===== config.mk =====
export PLATFORM = sky130hd
export DESIGN_NAME = reg_sel_decoder
export DESIGN_NICKNAME = d
export VERILOG_FILES = /design/src/rtl/reg_sel_decoder_pkg.sv /design/src/rtl/reg_sel_decoder_dec5to32.sv /design/src/rtl/reg_sel_decoder.sv
export SDC_FILE = /design/constraint.sdc
export NUM_CORES = 1
export LEC_CHECK = 0
export BUFFER_PORTS_ARGS = -buffer_cell sky130_fd_sc_hd__buf_2
export CAP_MARGIN = 20
export CORE_ASPECT_RATIO = 1.5
export CORE_MARGIN = 8
export CORE_UTILIZATION = 43
export CTS_CLUSTER_DIAMETER = 200
export DETAILED_ROUTE_END_ITERATION = 8
export PLACE_DENSITY = 0.8
export SYNTH_ARGS = -nofsm -noshare
export SYNTH_HDL_FRONTEND = slang
export SYNTH_SLANG_ARGS = --single-unit
export TNS_END_PERCENT = 100

===== constraint.sdc =====
create_clock -name clock -period 1.7 [get_ports clock]
set_input_delay 0.085 -clock clock [delete_from_list [all_inputs] [get_ports clock]]
set_output_delay 0.085 -clock clock [all_outputs]
set_load 0.02 [all_outputs]

===== src/rtl/reg_sel_decoder_pkg.sv =====
// reg_sel_pkg: shared sizing and FSM state type for the register-select
// burst decoder.
//   NREGS  number of selectable registers (width of the one-hot select)
//   IDX_W  width of a register index
//   CNT_W  width of a burst count (1..32, 0 treated as 1)
package reg_sel_pkg;
  localparam int NREGS = 32;
  localparam int IDX_W = 5;
  localparam int CNT_W = 6;

  typedef enum logic {
    IDLE  = 1'b0,
    BURST = 1'b1
  } state_t;
endpackage


===== src/rtl/reg_sel_decoder_dec5to32.sv =====
// dec5to32: combinational 5-to-32 one-hot decoder.
//   idx    in   binary register index
//   onehot out  bit idx set, all others clear
module dec5to32
  import reg_sel_pkg::*;
(
  input  logic [IDX_W-1:0] idx,
  output logic [NREGS-1:0] onehot
);
  always_comb begin
    onehot = '0;
    onehot[idx] = 1'b1;
  end
endmodule


===== src/rtl/reg_sel_decoder.sv =====
// reg_sel_decoder: turns a (start_idx, count) request into a burst of
// one-hot register selects, one beat per consumer handshake.
//   clock, clear_n        clock, async active-low reset
//   in_valid/in_ready     request handshake (ready only in IDLE)
//   start_idx, count      first index and beat count (0 treated as 1)
//   out_valid/out_ready   beat handshake
//   out_onehot, out_idx   current select, one-hot and binary
//   out_last, out_trunc   final beat / burst cut short at index 31
// Parameter DRIVE_ZERO: 1 = out_onehot is zero while out_valid=0,
//                       0 = out_onehot holds the last beat's value.
// Macro REG_SEL_DECODER_WRAP_EN: when defined, idx wraps 31->0 and every
// requested beat is delivered; otherwise a burst stops at index 31.
module reg_sel_decoder
  import reg_sel_pkg::*;
#(
  parameter bit DRIVE_ZERO = 1'b1
) (
  input  logic             clock,
  input  logic             clear_n,
  input  logic             in_valid,
  output logic             in_ready,
  input  logic [IDX_W-1:0] start_idx,
  input  logic [CNT_W-1:0] count,
  output logic             out_valid,
  input  logic             out_ready,
  output logic [NREGS-1:0] out_onehot,
  output logic [IDX_W-1:0] out_idx,
  output logic             out_last,
  output logic             out_trunc
);
  state_t           state_q, state_d;
  logic [IDX_W-1:0] idx_q;
  logic [CNT_W-1:0] rem_q;
  logic [NREGS-1:0] dec_w;
  logic             accept, beat_done, at_top, last_w;

  assign in_ready  = (state_q == IDLE);
  assign out_valid = (state_q == BURST);
  assign accept    = in_valid && in_ready;
  assign beat_done = out_valid && out_ready;

`ifdef REG_SEL_DECODER_WRAP_EN
  assign at_top = 1'b0;
`else
  // Without wrap, index 31 always ends the burst.
  assign at_top = (idx_q == IDX_W'(NREGS - 1));
`endif

  assign last_w    = (rem_q == CNT_W'(1)) || at_top;
  assign out_last  = out_valid && last_w;
  // Truncated only when beats were still owed past index 31.
  assign out_trunc = out_valid && at_top && (rem_q != CNT_W'(1));
  assign out_idx   = idx_q;

  always_comb begin
    state_d = state_q;
    case (state_q)
      IDLE:    if (in_valid)           state_d = BURST;
      BURST:   if (out_ready && last_w) state_d = IDLE;
      default: state_d = IDLE;
    endcase
  end

  always_ff @(posedge clock or negedge clear_n) begin
    if (!clear_n) begin
      state_q <= IDLE;
      idx_q   <= '0;
      rem_q   <= '0;
    end else begin
      state_q <= state_d;
      if (accept) begin
        idx_q <= start_idx;
        rem_q <= (count == '0) ? CNT_W'(1) : count;
      end else if (beat_done) begin
        idx_q <= idx_q + IDX_W'(1);
        rem_q <= rem_q - CNT_W'(1);
      end
    end
  end

  dec5to32 u_dec (
    .idx    (idx_q),
    .onehot (dec_w)
  );

  generate
    if (DRIVE_ZERO) begin : g_zero
      assign out_onehot = out_valid ? dec_w : '0;
    end else begin : g_hold
      logic [NREGS-1:0] hold_q;
      always_ff @(posedge clock or negedge clear_n) begin
        if (!clear_n)       hold_q <= '0;
        else if (out_valid) hold_q <= dec_w;
      end
      assign out_onehot = out_valid ? dec_w : hold_q;
    end
  endgenerate
endmodule


# Word level (Yosys, flattened, before mapping)
# Cells that the tools add are included.
# W data, S select, Z words.
# op_classes
shift,0
n_eq_ne,3
n_bitwise,1
multipliers,0
n_lt_le_gt_ge,2
n_addsub,2
mux,11
reduce_logical,10
div_mod_pow,0
# op_table
cell,count
$mux W32,1
$mux W6,3
$mux W5,2
$logic_and A1 B1 Y1,7
$eq A6 B1 Y1 const B,1
$logic_not A6 Y1,1
$lt A5 B6 Y1 const B,1
$ne A6 B1 Y1 const B,1
$sub A6 B1 Y6 const B,1
$add A5 B1 Y5 const B,1
$demux W1 S5,1
$eq A5 B5 Y1 const B,1
$ge A5 B1 Y1 const B,1
$mux W1,3
$pmux W1 S2,1
$reduce_bool A2 Y1,1
$logic_or A1 B1 Y1,1
$not A1 Y1,1
# totals
ramBits,0
out_inout_bits,41
romBits,0
inputBits,15
register_bits,12
n_memories,0
latch_bits,0
word_cells,32

# Logic depth before layout (Yosys ltp)
# Gate-level depths: netlist of the first run.
# logic_depth
word_depth,5
ltp_mapped,5
depth_no_buf,5

# By module
# Synthesis of the first run repeated with hierarchy kept, for this count alone.
# hier_totals
hier_cells,170
hier_area_um2,1202.4
# by_module_without_submodules
module,cells_each,area_per_inst_um2,instances,seq_area_each_um2
reg_sel_decoder,123,988.4,1,300.3
dec5to32,47,214.0,1,0.0

# Worst setup path before layout of the first run
# OpenSTA, ideal clock, no wires.
# synth_timing
path_type,flip-flop to flip-flop
startpoint,"reg idx_q[0], in the netlist out_idx[0]"
endpoint,"reg idx_q[4], in the netlist out_idx[4]"
synth_period_minus_slack_ns,1.627
stages_incl_launch_ff,6
n_path_buf,0
slack_ns,0.073
setup_ns,0.127
t_required_ns,1.573
arrival_ns,1.500
cell_sequence,dfrtp_1 -> ha_1 -> and3_1 -> ha_1 -> a222oi_1 -> inv_1
# synth_via
elab_chain_cells,3
# synth_rtl
item,line,source
start: declaration,reg_sel_decoder.sv:32,logic [IDX_W-1:0] idx_q;
start signal: assignment,reg_sel_decoder.sv:72,idx_q <= start_idx;
start signal: assignment,reg_sel_decoder.sv:75,idx_q <= idx_q + IDX_W'(1);
$add A5 B1 Y5,reg_sel_decoder.sv:75,
$mux W5,reg_sel_decoder.sv:74,end else if (beat_done) begin
$mux W5,reg_sel_decoder.sv:71,if (accept) begin
# No other way between the ends. The select of a mux whose other input is x is not followed.
# A chain may end at the register's enable or synchronous reset.

# Final worst setup path of the first run
# layout_timing
startpoint,reg rem_q[2]
endpoint,out out_last
# layout_via
elab_chain_cells,3
# layout_rtl
item,line,source
start: declaration,reg_sel_decoder.sv:33,logic [CNT_W-1:0] rem_q;
start signal: assignment,reg_sel_decoder.sv:73,rem_q <= (count == '0) ? CNT_W'(1) : count;
start signal: assignment,reg_sel_decoder.sv:76,rem_q <= rem_q - CNT_W'(1);
$eq A6 B1 Y1,reg_sel_decoder.sv:49,assign last_w = (rem_q == CNT_W'(1)) || at_top;
$logic_or A1 B1 Y1,reg_sel_decoder.sv:49,
$logic_and A1 B1 Y1,reg_sel_decoder.sv:50,assign out_last = out_valid && last_w;
end: declaration,reg_sel_decoder.sv:28,"output logic out_last,"
# No other way between the ends.

==> results.py, run 1 <==
metrics = {
    "place": {
        "place.gp.congestion": 0.8577,
        "hpwl_um": 2573,
        "portBuffers": 55,
        "dp.cells": 202,
        "post-place-ws_ps": 105.9,
    },
    "power_and_ir_drop": {
        "p_comb_share_pct": 65.8,
        "p_seq_share_pct": 26.5,
        "p_sw_w": 0.001126,
        "clkPwrFrac_pct": 7.7,
        "internal-power_w": 0.001074,
        "power_density_nw_per_um2": 1568,
        "leakage_nw": 0.7452,
        "peakVddDrop_uv": 761.5,
        "p_sw_share_pct": 51.17,
    },
    "logic_synthesis": {
        "synth_top_area_share_pct": 32.04,
        "syn_nets": 148,
        "yosysUniqueCellTypes": 30,
        "netlist_area_sq_um": 937.1,
        "synthCells": 126,
        "ys_seq_elements": 12,
        "ys_warn_count": 0,
        "avgSynthCellArea_sq_um": 7.438,
        "synth_top_area_cell": "dfrtp_1",
        "synth_area_leaders": "dfrtp_1 32%, nor2_1 14%, ha_1 9.3%",
        "ys_seq_area_share_pct": 32.04,
    },
    "final_layout": {
        "final_cell_mix": "48 x buf_2, 34 x nor2_1, 16 x buf_4",
        "final_common_cell": "buf_2",
        "layout-drive-gt1-share_pct": 43.46,
        "diodes": 0,
        "fin_util_pct": 68.35,
        "final_cells": 213,
        "syn2layout_area_growth_pct": 49.67,
        "nNetsFinal": 215,
    },
    "routing": {
        "num_vias": 1186,
        "drtPass1Iterations": 4,
        "drt_iter0_markers": 34,
        "postRouteAntennaNets": 0,
        "routedWlPerCell_um": 15.16,
        "drc": 0,
        "finalWirelength_um": 3230,
        "vias_per_cell": 5.568,
    },
    "die": {
        "pin_count": 56,
        "dieArea_sq_um": 3960,
        "std_cell_rows": 20,
        "die_width_um": 54.12,
        "die_h_um": 73.18,
        "start_util_pct": 45.67,
        "fp.coreArea_sq_um": 2052,
    },
    "global_route": {
        "grt.total_usage_pct": 16.53,
        "grt_start_max_net_pins": 18,
        "grt_overflow_total": 0,
        "met2_usage_pct": 31.95,
        "grt_use_met3_pct": 4.286,
        "grt_use_met1_pct": 15.36,
        "grt_pass1_vias": 1231,
        "antenna_found_initial": 0,
        "grt-busiest-layer": "met2",
        "grt_pass1_wl_um": 5181,
    },
    "clock_network": {
        "cts.htree.levels": 1,
        "cts_tree": "yes",
        "ctsLongestPathBuffers": 2,
        "cts_buffers": 3,
        "clk_pin_slew_worst_paths_ps": 70,
        "clock_latency_ps": 260,
        "cts_root_buf": "clkbuf_4",
        "cts_sinks": 12,
    },
    "worst_setup_path": {
        "r2r-start": "out_idx[1]",
        "critPathLaunchType": "register",
        "critPathArrivalTime_ps": 1570,
        "path_max_fanout": 4,
        "end_kind": "output pin",
        "reg2reg_setup_slack_ps": 230,
        "reg2reg_depth": 5,
        "r2r-end": "out_idx[4]",
        "path_class": "register to output pin",
        "cp.required_ps": 1620,
    },
    "sta": {
        "finalHoldViolCount": 0,
        "setup_ws_ps": 40.34,
        "fin_crit_sh_pct": 97.63,
        "period_needed_ps": 1660,
        "fmax_mhz": 602.5,
        "rsz0062_at_grt": "true",
        "whs_ps": 44.67,
        "fin_skew_ps": 3.852,
        "finalSetupViolCount": 0,
        "slew_viol_final": 0,
        "worst_pin_slew_ps": 574.5,
        "max-slew-margin-rel_pct": 61.62,
    },
    "job": {
        "maxCapViolations": 0,
    },
    "worst_hold_path": {
        "hold_path_depth": 3,
        "hold_path.class": "primary input to register",
        "hp-start": "start_idx[3]",
        "min_to": "out_idx[3]",
    },
    "outcome": {
        "run_status": "complete, no violations",
    },
}
[power by group through the flow]
stage	combinational [W]	sequential [W]	clock, W
global route	0.00160	0.000607	0.000188
finish	0.00145	0.000583	0.000169
floorplan	0.000798	0.000598	0
CTS	0.00132	0.000563	0.000175
detailed placement	0.00124	0.000575	0
global placement	0.00121	0.000562	0
[synthesized netlist by cell type]
cell / number
a21oi_1: 5
a222oi_1: 1
a32oi_1: 1
and2_1: 1
and3_1: 1
buf_2: 3
clkbuf_1: 1
dfrtp_1: 12
ha_1: 7
inv_1: 8
mux2i_1: 2
nand2_1: 15
nand2b_1: 1
nand3_1: 8
nand4bb_1: 1
nor2_1: 36
nor2b_1: 1
nor3_1: 1
nor3b_2: 1
o211ai_1: 5
o21a_1: 1
o21ai_0: 4
o22ai_1: 1
o2bb2ai_1: 1
o311ai_0: 2
o311ai_1: 1
o31ai_1: 1
or3_1: 1
or3_4: 2
xor2_1: 1
[critical path: stages (launching register included)]
cell,delay [ps]
dfrtp_1,390
or3_4,430
nor3b_4,230
o21a_1,150
buf_6,120
[kinds of logic (layout without fill, tap and decap cells)]
group	after synthesis	in the layout	share of synthesized area, %
AO/OA/AOI/OAI	23	23	16.82
XOR/XNOR	1	1	0.9348
adder cells (fa/ha/maj)	7	7	9.345
buffers and inverters	12	77	5.206
flip-flops	12	12	32.04
multiplexers	2	2	2.136
AND/OR/NAND/NOR	69	69	33.51
[layout make-up]
class                      instances  area, sq um
tap                               22        27.53
fill                             176        649.4
timing repair buffer              66        381.6
sequential                        12        306.5
clock buffer                       3        22.52
multi-input combinational        102        634.4
inverter                           8        30.03
[through the flow]
step / power [W] / instance area [sq um] / TNS, ps
detailed placement: 0.001817 / 1244 / 0
finish: 0.002200 / 1403 / 0
CTS: 0.002059 / 1314 / 0
global placement: 0.001769 / 1244 / 0
global route: 0.002396 / 1403 / -228.6
floorplan: 0.001396 / 937.1 / 0
[registers in the layout, summed over array words and instances, names as in the netlist]
name / count
rem_q: 6
out_idx: 5
out_valid: 1
[timing repair]
| item | CTS | global route |
|---|---|---|
| pin swaps | 2 | 3 |
| hold endpoints to repair | 12 | 0 |
| resized for setup | 5 | 18 |
| hold buffers | 1 | 0 |
| setup buffers | 3 | 4 |
| setup endpoints to repair | 2 | 34 |
[layer usage]
metal | wire length (um) | share of wire (%)
met1 | 1108 | 34
met2 | 1643 | 51
met3 | 445 | 14
met4 | 34 | 1.1
met5 | 0 | 0
[worst max-delay path by stage]
| stage | startpoint | end | slack (ps) | depth (start not counted) |
|---|---|---|---|---|
| after detailed placement | out_idx[1] | out_idx[4] | 110 | 5 |
| after floorplan | out_idx[0] | out_idx[4] | 70 | 5 |
| after CTS | out_valid | out_onehot[5] | 20 | 3 |
| final | rem_q[2] | out_last | 40 | 4 |
| after global placement | out_idx[1] | out_idx[4] | 170 | 5 |
| after global routing | out_idx[0] | out_onehot[14] | -70 | 6 |
No activity file was read; power rests on OpenSTA's default activity.
==> run 2, diff against run 1 <==
--- a/config.mk
+++ b/config.mk
@@ -8,11 +8,11 @@
 export BUFFER_PORTS_ARGS = -buffer_cell sky130_fd_sc_hd__buf_2
 export CAP_MARGIN = 20
 export CORE_ASPECT_RATIO = 1.5
-export CORE_MARGIN = 8
-export CORE_UTILIZATION = 43
+export CORE_UTILIZATION = 44
+export CTS_BUF_LIST = sky130_fd_sc_hd__clkbuf_8
 export CTS_CLUSTER_DIAMETER = 200
 export DETAILED_ROUTE_END_ITERATION = 8
-export PLACE_DENSITY = 0.8
+export PLACE_DENSITY = 0.81
 export SYNTH_ARGS = -nofsm -noshare
 export SYNTH_HDL_FRONTEND = slang
 export SYNTH_SLANG_ARGS = --single-unit
==> results.py, run 2 (synthesis results as in run 1) <==
metrics = {
    "routing": {
        "drt_iter0_markers": 11,
        "drc": 1,
        "drtPass1Iterations": 6,
        "postRouteAntennaNets": 0,
        "finalWirelength_um": 2575,
        "routedWlPerCell_um": 12.44,
        "vias_per_cell": 5.309,
        "num_vias": 1099,
    },
    "sta": {
        "fin_crit_sh_pct": 99.27,
        "finalSetupViolCount": 0,
        "finalHoldViolCount": 0,
        "period_needed_ps": 1688,
        "slew_viol_final": 0,
        "worst_pin_slew_ps": 594.3,
        "rsz0062_at_grt": "true",
        "fin_skew_ps": 0.9797,
        "fmax_mhz": 592.6,
        "max-slew-margin-rel_pct": 60.30,
    },
    "power_and_ir_drop": {
        "internal-power_w": 0.001042,
        "leakage_nw": 0.7283,
        "power_density_nw_per_um2": 1588,
        "p_sw_share_pct": 50.31,
        "p_sw_w": 0.001055,
        "clkPwrFrac_pct": 12.0,
        "p_seq_share_pct": 27.4,
        "p_total_w": 0.002098,
        "p_comb_share_pct": 60.6,
        "peakVddDrop_uv": 812.8,
    },
    "place": {
        "hpwl_um": 2129,
        "portBuffers": 55,
        "place.gp.congestion": 0.7949,
    },
    "outcome": {
        "run_status": "finished, violations left",
        "failed_checks": "design-rule violations",
    },
    "worst_hold_path": {
        "hold_path.class": "primary input to register",
    },
    "clock_network": {
        "clk_pin_slew_worst_paths_ps": 50,
        "cts.htree.levels": 1,
        "cts_sinks": 12,
        "ctsLongestPathBuffers": 2,
        "clock_latency_ps": 240,
        "cts_tree": "yes",
        "cts_buffers": 3,
        "cts_root_buf": "clkbuf_8",
    },
    "final_layout": {
        "final_cell_mix": "54 x buf_2, 36 x nor2_1, 15 x nand2_1",
        "num-fill-cells": 183,
        "ff_latch_area_sq_um": 304.0,
        "multi_input_area_sq_um": 596.8,
        "nNetsFinal": 209,
        "syn2layout_area_growth_pct": 40.99,
        "diodes": 0,
        "layout-drive-gt1-share_pct": 37.30,
        "top_register": "rem_q",
        "final_common_cell": "buf_2",
        "largest_register_ffs": 6,
        "fin_util_pct": 65.19,
    },
    "worst_setup_path": {
        "path_class": "register to output pin",
        "critPathSlowestCell": "dfrtp_2",
        "critPathArrivalTime_ps": 1600,
        "path_max_fanout": 6,
        "end_kind": "output pin",
        "path_cells": "or3_4 -> nor3b_4 -> o21a_1 -> buf_6",
        "max_stage_delay_ps": 430,
        "cp.required_ps": 1620,
        "critPathLaunchType": "register",
    },
    "global_route": {
        "grt_overflow_total": 0,
        "grt_pass1_wl_um": 3836,
        "grt_start_max_net_pins": 20,
        "grt.total_usage_pct": 23.82,
        "grt_pass1_vias": 919,
        "antenna_found_initial": 0,
    },
    "die": {
        "std_cell_rows": 20,
        "die_h_um": 58.52,
        "start_util_pct": 46.23,
        "dieArea_sq_um": 2322,
        "fp.coreArea_sq_um": 2027,
        "die_width_um": 39.68,
        "pin_count": 56,
    },
    "job": {
        "maxCapViolations": 0,
    },
}
## run 2: cell count changes in the layout (fill, tap and decap cells not counted), sizes merged
cell	delta
buf	-6
## run 2: metal layers
layer | global-route usage [%] | vias to the layer above | share of wire (%)
met5 | 0 | - | 0
met4 | 10.34 | 0 | 1.5
met3 | 3.019 | 5 | 5.9
met2 | 47.78 | 56 | 54
met1 | 21.04 | 482 | 38
li1 | - | 556 | -
## run 2: per-stage QoR
stage	std cells	TNS (ps)	instance area [sq um]	setup slack, ps	hold WS [ps]
finish	207	0	1321	12.38	64.68
global route	207	-27.76	1321	-27.76	83.96
CTS	205	0	1296	3.483	63.31
detailed placement	201	0	1236	88.82	-21.05
global placement	201	0	1236	150.1	-21.37
floorplan	126	0	937.1	72.65	-210.6
## run 2: path summary, 6_finish.rpt
kind	start	endpoint	slack [ps]	cells past startpoint
max	rem_q[2]	out_last	10	4
min	start_idx[3]	out_idx[3]	60	3
max reg2reg	out_idx[0]	out_idx[4]	140	5
min reg2reg	rem_q[2]	rem_q[2]	550	1
max in group asynchronous	clear_n	out_idx[2]	1210	2
min in group asynchronous	clear_n	rem_q[4]	260	2
## run 2: power by group through the flow
stage	Sequential [W]	Clock, W	Combinational [W]
3_5_place_dp	0.000568	0	0.00122
4_1_cts	0.000569	0.000260	0.00124
2_1_floorplan	0.000598	0	0.000798
3_3_place_gp	0.000562	0	0.00118
6_report	0.000575	0.000252	0.00127
5_1_grt	0.000601	0.000273	0.00140
## run 2: area by class of cell
type / count / area share (%)
timing repair buffer: 60 / 24.34
tap: 22 / 2.083
multi-input combinational: 102 / 45.17
sequential: 12 / 23.01
clock buffer: 3 / 3.125
inverter: 8 / 2.273
## run 2: what timing repair did
action	CTS	global route
setup endpoints to repair	1	34
hold buffers	1	0
endpoints found under the hold margin	12	0
buffers inserted	0	2
pin swaps	0	2
gates resized for setup	2	5
## run 2: critical path, delay by kind of cell, from the launching register on
family	cells	cell delay, ps
buf+inv	1	120
flops	1	430
compound gates	1	160
simple gates	2	650
==> run 3, diff against run 2 <==
==> constraint.sdc (replaced) <==
create_clock -name clock -period 1.7 [get_ports clock]
set_input_delay 0.255 -clock clock [delete_from_list [all_inputs] [get_ports clock]]
set_output_delay 0.255 -clock clock [all_outputs]
set_load 0.02 [all_outputs]
==> results.py, run 3 (synthesis results as in run 1) <==
metrics = {
    "global_route": {
        "grt_overflow_total": 0,
        "grt_pass1_vias": 1045,
        "antenna_found_initial": 0,
        "grt_start_max_net_pins": 13,
        "grt.total_usage_pct": 25.17,
        "grt_pass1_wl_um": 4077,
    },
    "sta": {
        "tns_ps": -309.4,
        "finalHoldViolCount": 0,
        "slew_viol_final": 0,
        "rsz0062_at_grt": "true",
        "max-slew-margin-rel_pct": 65.42,
        "fmax_mhz": 564.3,
        "setup_ws_ps": -71.98,
        "worst_pin_slew_ps": 504.3,
        "period_needed_ps": 1772,
        "fin_crit_sh_pct": 104.2,
        "finalSetupViolCount": 11,
        "fin_skew_ps": 3.159,
    },
    "final_layout": {
        "syn2layout_area_growth_pct": 62.22,
        "nNetsFinal": 217,
        "layout-drive-gt1-share_pct": 47.94,
        "top_register": "rem_q",
        "largest_register_ffs": 6,
        "final_common_cell": "buf_4",
        "diodes": 0,
        "final_cell_mix": "35 x buf_4, 30 x nor2_1, 30 x buf_2",
    },
    "clock_network": {
        "cts_sinks": 12,
        "cts_root_buf": "clkbuf_8",
        "cts_tree": "yes",
        "cts.htree.levels": 1,
        "clock_latency_ps": 240,
        "ctsLongestPathBuffers": 2,
        "cts_buffers": 3,
        "clk_pin_slew_worst_paths_ps": 50,
    },
    "routing": {
        "routedWlPerCell_um": 13.45,
        "drtPass1Iterations": 4,
        "postRouteAntennaNets": 0,
        "num_vias": 1211,
        "finalWirelength_um": 2905,
        "drc": 0,
        "drt_iter0_markers": 29,
        "vias_per_cell": 5.606,
    },
    "die": {
        "die_h_um": 58.52,
        "fp.coreArea_sq_um": 2027,
        "start_util_pct": 46.23,
        "std_cell_rows": 20,
        "pin_count": 56,
        "dieArea_sq_um": 2322,
        "die_width_um": 39.68,
    },
    "worst_setup_path": {
        "cp_num_buf_inv": 1,
        "path_cells": "or3_4 -> nor3b_4 -> o21a_1 -> buf_6",
        "crit_family": "simple AND/OR/NAND/NOR gates",
        "max_stage_delay_ps": 410,
        "critPathLaunchType": "register",
        "critPathArrivalTime_ps": 1520,
        "cp.required_ps": 1440,
        "end_kind": "output pin",
        "critPathSlowestCell": "or3_4",
        "path_max_fanout": 3,
        "path_class": "register to output pin",
    },
    "place": {
        "place.gp.congestion": 0.8210,
        "hpwl_um": 2094,
        "portBuffers": 55,
    },
    "power_and_ir_drop": {
        "peakVddDrop_uv": 790.3,
        "p_total_w": 0.002495,
        "power_density_nw_per_um2": 1641,
        "leakage_nw": 0.7690,
    },
    "worst_hold_path": {
        "hold_path.class": "primary input to register",
    },
    "outcome": {
        "failed_checks": "negative setup slack",
        "run_status": "finished, violations left",
    },
    "job": {
        "maxCapViolations": 0,
    },
}
-- run 3: cell count changes in the layout (fill, tap and decap cells not counted), sizes merged --
cell and delta:
buf +8, clkbuf +1
-- run 3: through the flow --
| stage | instances | setup slack, ps | hold WS (ps) | utilization (%) | area [sq um] |
|---|---|---|---|---|---|
| 6_report | 216 | -71.98 | 231.8 | 75.00 | 1520 |
| 3_3_place_gp | 202 | 103.4 | 149.7 | 61.36 | 1244 |
| 3_5_place_dp | 202 | 81.55 | 153.2 | 61.36 | 1244 |
| 5_1_grt | 216 | -110.6 | 259.1 | 75.00 | 1520 |
| 4_1_cts | 211 | -76.07 | 231.4 | 69.07 | 1400 |
| 2_1_floorplan | 126 | 28.68 | -40.59 | - | 937.1 |
-- run 3: power breakdown --
| group | internal (W) | switching, W |
|---|---|---|
| Sequential | 0.000420 | 0.000145 |
| Combinational | 0.000679 | 0.000940 |
| Clock | 0.000205 | 0.000109 |
-- run 3: timing repair --
action                                  CTS  global route
hold buffers                              1             0
buffers inserted                          4             5
pin swaps                                 8             9
gates resized for setup                  24            27
endpoints found under the setup margin   22            35
hold endpoints to repair                 12             0
-- run 3: layout make-up --
class	count	area [sq um]
multi-input cells	102	654.4
well taps	22	27.53
inverters	8	32.53
repair buffers	68	445.4
flip-flops and latches	12	305.3
fillers	145	506.7
clock buffers	4	55.05
-- run 3: path summary, 6_finish.rpt --
kind	start	end	slack, ps	cells past startpoint
min in group asynchronous	clear_n	rem_q[5]	420	2
worst min register to register	rem_q[1]	rem_q[1]	560	2
max in group asynchronous	clear_n	out_idx[3]	1040	2
worst min-delay path	start_idx[3]	out_idx[3]	230	3
worst max register to register	out_valid	rem_q[4]	130	4
worst max-delay path	rem_q[2]	out_last	-70	4
-- run 3: worst min-delay path: stages --
cell,delay [ps]
buf_2,70
nand2_1,40
o211ai_1,70
-- run 3: routing by layer --
layer | vias to the layer above | routed length [um] | part of all wire, % | track usage, %
li1 | 568 | - | - | -
met1 | 561 | 1050 | 36 | 20.05
met2 | 71 | 1588 | 55 | 50.59
met3 | 11 | 179 | 6.2 | 3.396
met4 | 0 | 86 | 3.0 | 14.78
met5 | - | 0 | 0 | 0
